<file path="config.mk">
export PLATFORM = sky130hd
export DESIGN_NAME = fft_sample_framer
export DESIGN_NICKNAME = d
export VERILOG_FILES = /design/src/rtl/fft_pkg.sv /design/src/rtl/fft_sample_framer.sv
export SDC_FILE = /design/constraint.sdc
export NUM_CORES = 1
export LEC_CHECK = 0
export ABC_AREA = 1
export CELL_PAD_IN_SITES_DETAIL_PLACEMENT = 1
export CELL_PAD_IN_SITES_GLOBAL_PLACEMENT = 2
export CORE_ASPECT_RATIO = 0.6
export CORE_MARGIN = 2
export CORE_UTILIZATION = 29
export CTS_CLUSTER_SIZE = 40
export DETAILED_ROUTE_END_ITERATION = 10
export GPL_TIMING_DRIVEN = 0
export PLACE_DENSITY = 0.76
export SETUP_SLACK_MARGIN = 0.15
export SLEW_MARGIN = 20
export SYNTH_ARGS = -nofsm -noshare
export SYNTH_HDL_FRONTEND = slang
export SYNTH_SLANG_ARGS = --single-unit
export TNS_END_PERCENT = 1
</file>
<file path="constraint.sdc">
create_clock -name clk -period 2.6 [get_ports clk]
set_input_delay 0.52 -clock clk [delete_from_list [all_inputs] [get_ports clk]]
set_output_delay 0.52 -clock clk [all_outputs]
set_load 0.05 [all_outputs]
</file>
<file path="src/rtl/fft_pkg.sv">
// Shared definitions for the FFT front-end blocks: default sizes, sample type,
// and the bit-reversal helper used for decimation-in-time lane ordering.
package fft_pkg;

   localparam int FFT_N            = 4;
   localparam int FFT_SAMPLE_WIDTH = 16;

   typedef logic [FFT_SAMPLE_WIDTH-1:0] sample_t;

   function automatic int unsigned bitrev(input int unsigned idx, input int unsigned width);
      int unsigned r;
      r = 0;
      for (int unsigned b = 0; b < width; b++) begin
         if (idx[b]) r = r | (32'd1 << (width - 1 - b));
      end
      return r;
   endfunction

endpackage

</file>
<file path="src/rtl/fft_sample_framer.sv">
// Serial-to-frame packer feeding the parallel FFT: N accepted samples become one
// N-lane frame. Define FFT_FRAMER_BITREV_EN to place sample k in lane bitrev(k).
//
// state   | meaning
// --------+----------------------------------------------------------
// FILL_0  | cnt == 0, no samples of the current frame held
// FILL_k  | cnt == k, samples 0..k-1 held in fill[]
// FILL_N-1| next accepted sample completes the frame (needs out_free)
module fft_sample_framer
   import fft_pkg::*;
#(
   parameter int N            = FFT_N,
   parameter int SAMPLE_WIDTH = FFT_SAMPLE_WIDTH
) (
   input  logic                              clk,
   input  logic                              rst_n,
   input  logic                              s_valid,
   output logic                              s_ready,
   input  logic [SAMPLE_WIDTH-1:0]           s_data,
   input  logic                              s_last,
   output logic                              m_valid,
   input  logic                              m_ready,
   output logic [N-1:0][SAMPLE_WIDTH-1:0]    m_data,
   output logic                              frame_err
);

   localparam int CNT_WIDTH = $clog2(N);
   localparam logic [CNT_WIDTH-1:0] CNT_LAST = CNT_WIDTH'(N - 1);

   logic [CNT_WIDTH-1:0]           cnt;
   logic [CNT_WIDTH-1:0]           cnt_next;
   logic [SAMPLE_WIDTH-1:0]        fill [N-1];
   logic                           at_last;
   logic                           out_free;
   logic                           accept;
   logic                           load;
   logic                           early_last;
   logic [N-1:0][SAMPLE_WIDTH-1:0] frame_next;

   function automatic int unsigned lane_of(input int unsigned k);
`ifdef FFT_FRAMER_BITREV_EN
      return bitrev(k, CNT_WIDTH);
`else
      return k;
`endif
   endfunction

   always_ff @(posedge clk) begin
      if (!rst_n) cnt <= '0;
      else        cnt <= cnt_next;
   end

   always_comb begin
      cnt_next = cnt;
      if (accept) begin
         if (at_last || s_last) cnt_next = '0;
         else                   cnt_next = cnt + CNT_WIDTH'(1);
      end
   end

   // s_ready only stalls when the last sample would have nowhere to go
   always_comb begin
      at_last    = (cnt == CNT_LAST);
      out_free   = !m_valid || m_ready;
      s_ready    = !at_last || out_free;
      accept     = s_valid && s_ready;
      load       = accept && at_last;
      early_last = accept && !at_last && s_last;
   end

   always_comb begin
      frame_next = '0;
      for (int k = 0; k < N - 1; k++) begin
         frame_next[CNT_WIDTH'(lane_of(k))] = fill[k];
      end
      frame_next[CNT_WIDTH'(lane_of(N - 1))] = s_data;
   end

   always_ff @(posedge clk) begin
      if (!rst_n) begin
         m_valid   <= 1'b0;
         m_data    <= '0;
         frame_err <= 1'b0;
         for (int i = 0; i < N - 1; i++) fill[i] <= '0;
      end else begin
         frame_err <= early_last;
         if (load) begin
            m_data  <= frame_next;
            m_valid <= 1'b1;
         end else if (m_valid && m_ready) begin
            m_valid <= 1'b0;
         end
         if (accept && !at_last && !s_last) begin
            for (int i = 0; i < N - 1; i++) begin
               if (cnt == CNT_WIDTH'(i)) fill[i] <= s_data;
            end
         end
      end
   end

endmodule
</file>
==> insert_results.sql <==
INSERT INTO impl_metrics (metric_group, metric, value, unit) VALUES
('layout', 'finish.cell_count_without_fillers', '1005', ''),
('layout', 'layout.cells.most_common_list', 'sky130_fd_sc_hd__inv_1, sky130_fd_sc_hd__nand2_1, sky130_fd_sc_hd__clkdlybuf4s50_1', ''),
('timing', 'unrepaired_setup_endpoints_after_global_routing', 'no', ''),
('placed_design', 'place.port_buffers', '86', ''),
('layout', 'final_net_count', '783', ''),
('global_routing', 'number_of_global_route_vias_before_repair', '4414', ''),
('setup_path', 'timing.critical_path.max_delay_family', 'buffers and inverters', ''),
('global_routing', 'grt_use_total', '0.165', ''),
('synthesis', 'synth_adder_area_share', '0.00990', ''),
('synthesis', 'yosysWarnings', '0', ''),
('power_and_ir_drop', 'pwr_density_cell', '649', 'nW/um^2'),
('drt', 'detail_route.wl_per_cell', '14.4', 'um'),
('die', 'die-height', '106', 'um'),
('cts', 'tritoncts', 'built', ''),
('timing', 'slew_headroom', '0.429', ''),
('global_routing', 'global_route.overflow_total', '0', ''),
('setup_path', 'setup.worst_path.start_class', 'register', ''),
('synthesis', 'mappedNetlistNets', '676', ''),
('timing', 'hold_viol_final', '0', ''),
('placed_design', 'numPlacedInstances', '973', ''),
('die', 'area_of_the_placeable_core', '17100', 'um^2'),
('setup_path', 'data_arrival_at_the_endpoint_of_the_critical_path', '1690', 'ps'),
('setup_path', 'cp.required', '2080', 'ps'),
('cts', 'cts.root.buffer_cell', 'sky130_fd_sc_hd__clkbuf_16', ''),
('outcome', 'status', 'completed', ''),
('power_and_ir_drop', 'max-vdd-ir-drop', '0.412', 'mV'),
('power_and_ir_drop', 'power.static_leakage', '3.04', 'nW'),
('setup_path', 'cp_slowest_cell', 'sky130_fd_sc_hd__dfxtp_1', ''),
('synthesis', 'synth_simple_gate_area_share', '0.251', ''),
('timing', 'final.setup_skew', '9.17', 'ps'),
('timing', 'final_min_period_over_clock_period', '0.851', ''),
('drt', 'antenna_violating_nets_post_route', '0', ''),
('cts', 'htree_num_levels', '4', ''),
('die', 'full_die_area', '18500', 'um^2'),
('setup_path', 'register_to_register_setup_slack', '580', 'ps'),
('synthesis', 'yosysUniqueCellTypes', '15', ''),
('cts', 'postCtsSetupRepairBufs', '0', ''),
('synthesis', 'synth_compound_area_frac', '0.00297', ''),
('layout', 'insertedDiodeCount', '0', ''),
('global_routing', 'grt_max_degree', '17', ''),
('cts', 'cts.sink_count', '116', ''),
('cts', 'skew_pair_late_insertion_delay', '420', 'ps'),
('flow_run', 'maxCapViolCount', '0', ''),
('layout', 'flow.area_growth_from_synthesis', '34.3', '%'),
('drt', 'drc_errors', '0', ''),
('synthesis', 'post_synth_inst_count', '651', ''),
('placed_design', 'gp_congestion', '0.752', ''),
('timing', 'fmax', '452', 'MHz'),
('synthesis', 'mappedNetlistArea', '5060', 'um^2'),
('layout', 'layout.filler_cells', '2025', ''),
('synthesis', 'synth_xor_xnor_area_share', '0', ''),
('setup_path', 'worst-path-buf-inv', '2', ''),
('layout', 'layout.cells.most_common', 'sky130_fd_sc_hd__inv_1', ''),
('drt', 'number_of_detailed_route_iterations_in_the_first_pass', '5', ''),
('synthesis', 'postSynthRegisterBits', '116', ''),
('timing', 'setup_viol', '0', ''),
('drt', 'totalWireLength', '14.5', 'mm'),
('setup_path', 'crit_path_cells', 'ha_1 > clkbuf_4 > nand3_1 > buf_2', ''),
('cts', 'tritoncts.num_buffers', '17', ''),
('setup_path', 'critPathMaxStageDelay', '380', 'ps'),
('hold_path', 'worstHoldPathType', 'in -> reg', ''),
('die', 'std_cell_rows', '37', ''),
('cts', 'cts.path.max_buffers', '2', ''),
('global_routing', 'grt_antenna_before_repair', '0', ''),
('timing', 'final_max_slew_viol_count', '0', ''),
('global_routing', 'grt_pass1_wl', '23.1', 'mm'),
('synthesis', 'synth_top_family_by_area', 'simple AND/OR/NAND/NOR gates', ''),
('power_and_ir_drop', 'design_power_total', '4.41', 'mW'),
('drt', 'detailedRoute.firstIterationViolations', '180', ''),
('placed_design', 'hpwlAfterDp', '10.8', 'mm'),
('synthesis', 'avgSynthCellArea', '7.77', 'um^2');
state kept, by name, summed over array words and instances (netlist names):
name       cells
fill          48
m_data        64
m_valid        1
cnt            2
frame_err      1
routing by layer:
| metal | up-vias | part of all wire | track usage |
|---|---|---|---|
| met5 | - | 0 | 0 |
| met1 | 1993 | 0.51 | 0.234 |
| met4 | 0 | 0.0076 | 0.0468 |
| met3 | 11 | 0.055 | 0.0443 |
| li1 | 2140 | - | - |
| met2 | 101 | 0.43 | 0.247 |
where the power goes:
group,internal [mW],switching [mW]
Combinational,0.0771,0.165
Clock,1.40,0.799
Sequential,1.95,0.0177
Total,3.43,0.981
kinds of logic (layout without fill, tap and decap cells):
kind of cell | count (synthesis) | in the layout
AOI/OAI and AO/OA | 3 | 3
adders and majority gates | 4 | 4
buffers and inverters | 237 | 357
DFF | 116 | 116
and+or+nand+nor | 291 | 291
layout make-up:
cell class,count,area [um^2],area share
Sequential cell,116,2800,0.413
Multi-Input combinational cell,298,1350,0.198
Timing Repair Buffer,88,878,0.129
Inverter,200,751,0.111
Clock buffer,25,495,0.0730
Tap cell,234,293,0.0431
Buffer,37,171,0.0252
Clock inverter,7,53.8,0.00792
repair_timing:
item,CTS,global route
endpoints found under the setup margin,1,1
gates resized for setup,3,3
endpoints found under the hold margin,0,0
hold buffers,0,0
worst paths after layout:
path | start | to | depth (start not counted)
setup / recovery | cnt[1] | s_ready | 4
hold / removal | rst_n | cnt[0] | 3
setup reg to reg | cnt[0] | fill[1][5] | 7
hold reg to reg | m_data[15] | m_data[15] | 4
tightest hold or removal path, cell delays in order:
cell and delay, ps:
sky130_fd_sc_hd__buf_2 210, sky130_fd_sc_hd__nand2_1 110, sky130_fd_sc_hd__nor2_1 40
per-stage QoR:
step | util | cell area [um^2]
after CTS | 0.398 | 6790
after detailed placement | 0.365 | 6240
after global routing | 0.397 | 6790
final | 0.397 | 6790
after global placement | 0.364 | 6210
after floorplan | - | 5060
Yosys cell counts:
cell	n	share of area
sky130_fd_sc_hd__nand3_1	5	0.0049
sky130_fd_sc_hd__nand3_2	1	0.0020
sky130_fd_sc_hd__ha_1	4	0.0099
sky130_fd_sc_hd__inv_2	2	0.0015
sky130_fd_sc_hd__nand4_1	64	0.079
sky130_fd_sc_hd__o21ai_0	3	0.0030
sky130_fd_sc_hd__edfxtp_1	48	0.29
sky130_fd_sc_hd__nor3b_1	1	0.0015
sky130_fd_sc_hd__dfxtp_1	68	0.27
sky130_fd_sc_hd__clkbuf_1	6	0.0045
sky130_fd_sc_hd__buf_1	7	0.0052
sky130_fd_sc_hd__nand2_1	137	0.10
sky130_fd_sc_hd__buf_2	24	0.024
sky130_fd_sc_hd__inv_1	198	0.15
sky130_fd_sc_hd__nor2_1	83	0.062
(Power assumes the default switching activity.)
